### config.mk
export PLATFORM = sky130hd
export DESIGN_NAME = fir_mac_ctrl
export DESIGN_NICKNAME = d
export VERILOG_FILES = /design/src/rtl/fir_pkg.sv /design/src/rtl/fir_delay_line.sv /design/src/rtl/fir_mac_ctrl.sv
export SDC_FILE = /design/constraint.sdc
export NUM_CORES = 1
export LEC_CHECK = 0
export BUFFER_PORTS_ARGS = -buffer_cell sky130_fd_sc_hd__buf_2
export CAP_MARGIN = 20
export CORE_UTILIZATION = 46
export CTS_CLUSTER_SIZE = 20
export DETAILED_ROUTE_END_ITERATION = 7
export PLACE_DENSITY_LB_ADDON = 0.1
export SYNTH_ARGS = -nofsm -noshare
export SYNTH_HDL_FRONTEND = slang
export SYNTH_SLANG_ARGS = --single-unit
### constraint.sdc
create_clock -name clk -period 15.9 [get_ports clk]
set_clock_uncertainty 0.1 [all_clocks]
set_input_delay 3.18 -clock clk [delete_from_list [all_inputs] [get_ports clk]]
set_output_delay 3.18 -clock clk [all_outputs]
set_load 0.01 [all_outputs]
### src/rtl/fir_pkg.sv
// +-------------------------------------------------------------------------+
// | fir_pkg : shared types and helpers for the time-multiplexed FIR slice   |
// | Rev 1.0 - initial release                                               |
// +-------------------------------------------------------------------------+
`default_nettype none

package fir_pkg;

  typedef enum logic [1:0] {
    IDLE = 2'd0,
    MAC  = 2'd1,
    DONE = 2'd2
  } state_t;

  localparam int c_DEF_COEF = 1;

  // Wide enough that NTAPS full-scale products never wrap.
  function automatic int acc_width(input int dw, input int cw, input int ntaps);
    return dw + cw + $clog2(ntaps);
  endfunction

endpackage

`default_nettype wire

### src/rtl/fir_delay_line.sv
// +-------------------------------------------------------------------------+
// | fir_delay_line : NTAPS x DW circular sample buffer, write-at-head,      |
// |                  read port addressed by tap offset from the head        |
// | Rev 1.0 - initial release                                               |
// +-------------------------------------------------------------------------+
`default_nettype none

module fir_delay_line #(
  parameter int NTAPS = 4,
  parameter int DW    = 8
) (
  input  logic                     clk,
  input  logic                     rst,
  input  logic                     wr_en,
  input  logic [DW-1:0]            wr_data,
  input  logic [$clog2(NTAPS)-1:0] rd_tap,
  output logic [DW-1:0]            rd_data
);

  localparam int AW = $clog2(NTAPS);
  localparam logic [AW:0]   c_NTAPS = (AW+1)'(NTAPS);
  localparam logic [AW-1:0] c_LAST  = AW'(NTAPS - 1);

  logic [DW-1:0] r_line [NTAPS];
  logic [AW-1:0] r_head;
  logic [AW-1:0] w_head_next;
  logic [AW-1:0] w_rd_idx;

  assign w_head_next = (r_head == c_LAST) ? '0 : r_head + 1'b1;

  // (head - tap) mod NTAPS without relying on NTAPS being a power of two.
  assign w_rd_idx = AW'((r_head >= rd_tap) ? ({1'b0, r_head} - {1'b0, rd_tap})
                                           : ({1'b0, r_head} + c_NTAPS - {1'b0, rd_tap}));

  assign rd_data = r_line[w_rd_idx];

  always_ff @(posedge clk or negedge rst) begin
    if (!rst) begin
      r_head <= c_LAST;
      for (int i = 0; i < NTAPS; i++) begin
        r_line[i] <= '0;
      end
    end else if (wr_en) begin
      r_head              <= w_head_next;
      r_line[w_head_next] <= wr_data;
    end
  end

endmodule

`default_nettype wire

### src/rtl/fir_mac_ctrl.sv
// +-------------------------------------------------------------------------+
// | fir_mac_ctrl : FIR controller sharing one MAC across all taps, with     |
// |                coefficient register file and saturated output           |
// | Rev 1.0 - initial release                                               |
// +-------------------------------------------------------------------------+
`default_nettype none

module fir_mac_ctrl
  import fir_pkg::*;
#(
  parameter int NTAPS = 4,
  parameter int DW    = 8,
  parameter int CW    = 8,
  parameter int OW    = 16
) (
  input  logic                     clk,
  input  logic                     rst,
  input  logic [DW-1:0]            x_in,
  input  logic                     in_valid,
  output logic                     in_ready,
  output logic [OW-1:0]            y_out,
  output logic                     out_valid,
  input  logic                     out_ready,
  input  logic                     coef_we,
  input  logic [$clog2(NTAPS)-1:0] coef_addr,
  input  logic [CW-1:0]            coef_data,
  output logic                     coef_ready
);

  localparam int AW     = $clog2(NTAPS);
  localparam int c_ACCW = acc_width(DW, CW, NTAPS);
  localparam logic [AW-1:0] c_LAST = AW'(NTAPS - 1);

  state_t             r_state;
  state_t             w_state_next;
  logic [CW-1:0]      r_coef [NTAPS];
  logic [AW-1:0]      r_tap;
  logic [c_ACCW-1:0]  r_acc;
  logic [OW-1:0]      r_y;

  logic               w_accept;
  logic               w_coef_wr;
  logic               w_last;
  logic               w_addr_ok;
  logic [DW-1:0]      w_sample;
  logic [DW+CW-1:0]   w_prod;
  logic [c_ACCW-1:0]  w_acc_next;
  logic [OW-1:0]      w_y_sat;

  fir_delay_line #(
    .NTAPS (NTAPS),
    .DW    (DW)
  ) u_line (
    .clk     (clk),
    .rst     (rst),
    .wr_en   (w_accept),
    .wr_data (x_in),
    .rd_tap  (r_tap),
    .rd_data (w_sample)
  );

  // Every address is a real tap when NTAPS fills the address space.
  if (NTAPS == (1 << AW)) begin : g_addr_full
    assign w_addr_ok = 1'b1;
  end else begin : g_addr_range
    assign w_addr_ok = ({1'b0, coef_addr} < (AW+1)'(NTAPS));
  end

  assign w_prod     = r_coef[r_tap] * w_sample;
  assign w_acc_next = r_acc + {{(c_ACCW-DW-CW){1'b0}}, w_prod};

  if (c_ACCW > OW) begin : g_sat
    assign w_y_sat = (|w_acc_next[c_ACCW-1:OW]) ? '1 : w_acc_next[OW-1:0];
  end else begin : g_nosat
    assign w_y_sat = OW'(w_acc_next);
  end

  always_ff @(posedge clk or negedge rst) begin
    if (!rst) begin
      r_state <= IDLE;
    end else begin
      r_state <= w_state_next;
    end
  end

  // in_ready is the only output with a combinational input dependency (coef_we).
  always_comb begin
    w_state_next = r_state;
    w_accept     = 1'b0;
    w_coef_wr    = 1'b0;
    w_last       = 1'b0;
    in_ready     = 1'b0;
    coef_ready   = 1'b0;
    out_valid    = 1'b0;
    case (r_state)
      IDLE: begin
        coef_ready = 1'b1;
        in_ready   = !coef_we;
        w_coef_wr  = coef_we && w_addr_ok;
        w_accept   = in_valid && !coef_we;
        if (w_accept) begin
          w_state_next = MAC;
        end
      end
      MAC: begin
        w_last = (r_tap == c_LAST);
        if (w_last) begin
          w_state_next = DONE;
        end
      end
      DONE: begin
        out_valid = 1'b1;
        if (out_ready) begin
          w_state_next = IDLE;
        end
      end
      default: w_state_next = IDLE;
    endcase
  end

  always_ff @(posedge clk or negedge rst) begin
    if (!rst) begin
      for (int i = 0; i < NTAPS; i++) begin
        r_coef[i] <= CW'(c_DEF_COEF);
      end
    end else if (w_coef_wr) begin
      r_coef[coef_addr] <= coef_data;
    end
  end

  always_ff @(posedge clk or negedge rst) begin
    if (!rst) begin
      r_tap <= '0;
      r_acc <= '0;
      r_y   <= '0;
    end else if (w_accept) begin
      r_tap <= '0;
      r_acc <= '0;
    end else if (r_state == MAC) begin
      r_acc <= w_acc_next;
      if (w_last) begin
        r_y <= w_y_sat;
      end else begin
        r_tap <= r_tap + 1'b1;
      end
    end
  end

  assign y_out = r_y;

endmodule

`default_nettype wire
==> impl_results.md <==
- Status: finished, final reports clean
- Register clock-pin slew on the reported worst setup and hold paths: 0.07 ns
- Post-Syn Area: 7020 um^2
- Ant diodes: 0
- Maximum capacitance violations: 0
- Setup_tns: 0 ns
- Hold Crit Class: register to register
- Final-stage net count: 792
- Most frequent cells in the layout: inv_1 (99), dfrtp_1 (98), mux2_2 (64)
- Distinct cells, synth: 42
- Largest net degree at the start of global routing: 74
- Die Ht: 126 um
- CTS resizes: 0
- Layout cells sized above 1: 22.3%
- Fin. Hold Viols: 0
- Worst-skew pair later-pin latency: 0.35 ns
- Wirelength per Cell: 16.5 um
- Root Buffer: clkbuf_16
- WP buf/inv: 2
- Asr flop ratio synth: 100%
- Register bit total from synthesis: 104
- Fill cells: 1327
- Final worst path period share: 45.1%
- Req. time, crit path: 12.62 ns
- Commonest non-fill, non-tap cell in the layout: inv_1
- Fin crit period: 7.18 ns
- CTS tree: built
- Slack of the critical path: 8.72 ns
- Max Fclk: 139 MHz
- Htree depth: 3
- CORE AREA: 14700 um^2
- Crit. End Element: output pin
- TritonCTS buffer count: 9
- Critical path depth: 3
- Startpoint class of the critical path: input port
- Syn Area/Cell: 11.1 um^2
- Crit-path max cell delay: 0.39 ns
- Pre-CTS setup slack: 8.72 ns
- EDFF count, synth: 0
- Slew Viols, Final: 0
- Crit path cell chain: buf_2 > nor3_1 > buf_2
- Synth Instances: 631
- DIE AREA: 15800 um^2
- Worst path arrival time: 3.90 ns
- Via count: 4612
- Ports: 42
- Synth warn: 0
- CTS max path bufs: 2
- Most common flop cell mapped by yosys: dfrtp_1
- Least-Margin Pin Slew: 1.01 ns
- WHS Path Cells: 2
- Worst reg2reg path depth: 19
- Area delta synth->final: 9.49%
- Cell Rows: 44
- First-pass GRT wire length: 23.9 mm
- Kind of cell adding the most delay to the critical path: simple AND/OR/NAND/NOR gates
- Crit path top cell by count: buf_2
- Initial DRC count: 191
- Initial antenna violation count: 0
- Endpoints failing setup: 0
- Max FO, Critical Path: 3
- CP max-delay cell: nor3_1
- Synthesized Nets: 750
- CP Class: input port to output pin
- Port-buffer cells: 41
- Via count of the first global-routing pass: 4759
- GPL Wtd Cong: 0.758
- Post-route ant nets: 0
- Sequential cell area: 2610 um^2
- Total track usage: 19.7%
- Final Util: 52.3%
- Routed wire length: 14.3 mm
- Multi-input logic area: 3970 um^2
- Clk sinks: 104
- Initial Util: 47.7%
- Via density: 5.35
- Post-CTS Hold Buffers: 0
- Max_slew headroom: 32.1%
- Register area share after synthesis: 37.2%
- DP HPWL: 11.1 mm
- DRC violations left: 0
- RSZ-0062 raised after global routing: no
- Die width: 126 um
- Post-CTS Setup Inserts: 0
- Congestion Overflow GR: 0
- First-pass detailed-route iteration total: 5
==> registers in the layout, summed over array words and instances (netlist names) <==
signal         count
u_line.r_head      2
r_state            2
y_out             16
r_coef            32
r_acc             18
r_tap              2
u_line.r_line     32
==> layer usage <==
metal / vias to the layer above / global-route usage [%] / wire length, um / share of wire (%)
met5: - / 0 / 0 / 0
met4: 0 / 6.74 / 281 / 2.0
met3: 18 / 3.21 / 347 / 2.4
met2: 59 / 31.4 / 6910 / 48
met1: 2362 / 27.5 / 6720 / 47
li1: 2173 / - / - / -
==> cell usage after synthesis (2+ instances only) <==
cell type	number	area share (%)
a21o_1	3	0.32
a21oi_1	18	1.3
a31oi_1	13	1.2
and2_0	2	0.18
and2_1	35	3.1
and3_1	2	0.18
buf_1	2	0.11
clkbuf_1	9	0.48
dfrtp_1	98	35
dfstp_2	6	2.2
fa_1	50	14
ha_1	46	8.2
inv_1	99	5.3
mux2_2	64	10
mux4_2	16	5.1
nand2_1	55	2.9
nand2b_1	5	0.45
nand3_1	12	0.86
nand4_1	2	0.18
nor2_1	29	1.6
nor2b_1	3	0.27
nor3_1	2	0.14
o211ai_1	2	0.21
o21ai_0	23	1.6
o31ai_1	4	0.43
or3_1	2	0.18
xnor2_1	7	0.87
xor2_1	8	1.0
==> stage by stage <==
step	instance area (um^2)	instances	hold slack, ns
3_5_place_dp	7410	846	0.384
2_1_floorplan	7020	631	0.350
3_3_place_gp	7410	846	0.378
5_1_grt	7680	862	0.415
6_report	7680	862	0.385
4_1_cts	7680	862	0.399
==> worst min-delay path: stages (launching register included) <==
cell and delay (ns):
dfrtp_1 0.35, nand2_1 0.04, o21ai_0 0.06
==> logic make-up (layout without fill, tap and decap cells) <==
kind of cell | Yosys count | in the layout | share of synthesized area [%]
mux | 80 | 80 | 15.4
flops | 104 | 104 | 37.2
buf+inv | 112 | 159 | 6.26
fa+ha+maj | 96 | 96 | 22.5
xor+xnor | 15 | 15 | 1.87
compound gates | 70 | 70 | 6.03
simple gates | 154 | 154 | 10.8
==> worst paths after layout <==
path / startpoint / endpoint / slack, ns
setup / recovery: coef_we / in_ready / 8.72
hold / removal: r_acc[14] / r_acc[14] / 0.39
setup reg to reg: r_tap[0] / y_out[7] / 8.90
hold reg to reg: r_acc[14] / r_acc[14] / 0.39
max in group asynchronous: rst / u_line.r_line[2] / 11.78
min in group asynchronous: rst / y_out[2] / 2.65
==> final cells by class <==
cell class	count	share of cell area, %
Inverter	99	4.84
Tap cell	184	3.00
Sequential cell	104	34.0
Clock buffer	10	2.98
Multi-Input combinational cell	415	51.6
Clock inverter	6	0.570
Timing Repair Buffer	44	3.00
Power is left out: the tool's default activity adds up to more than one toggle a clock period on the data nets, which glitch-free logic cannot reach.
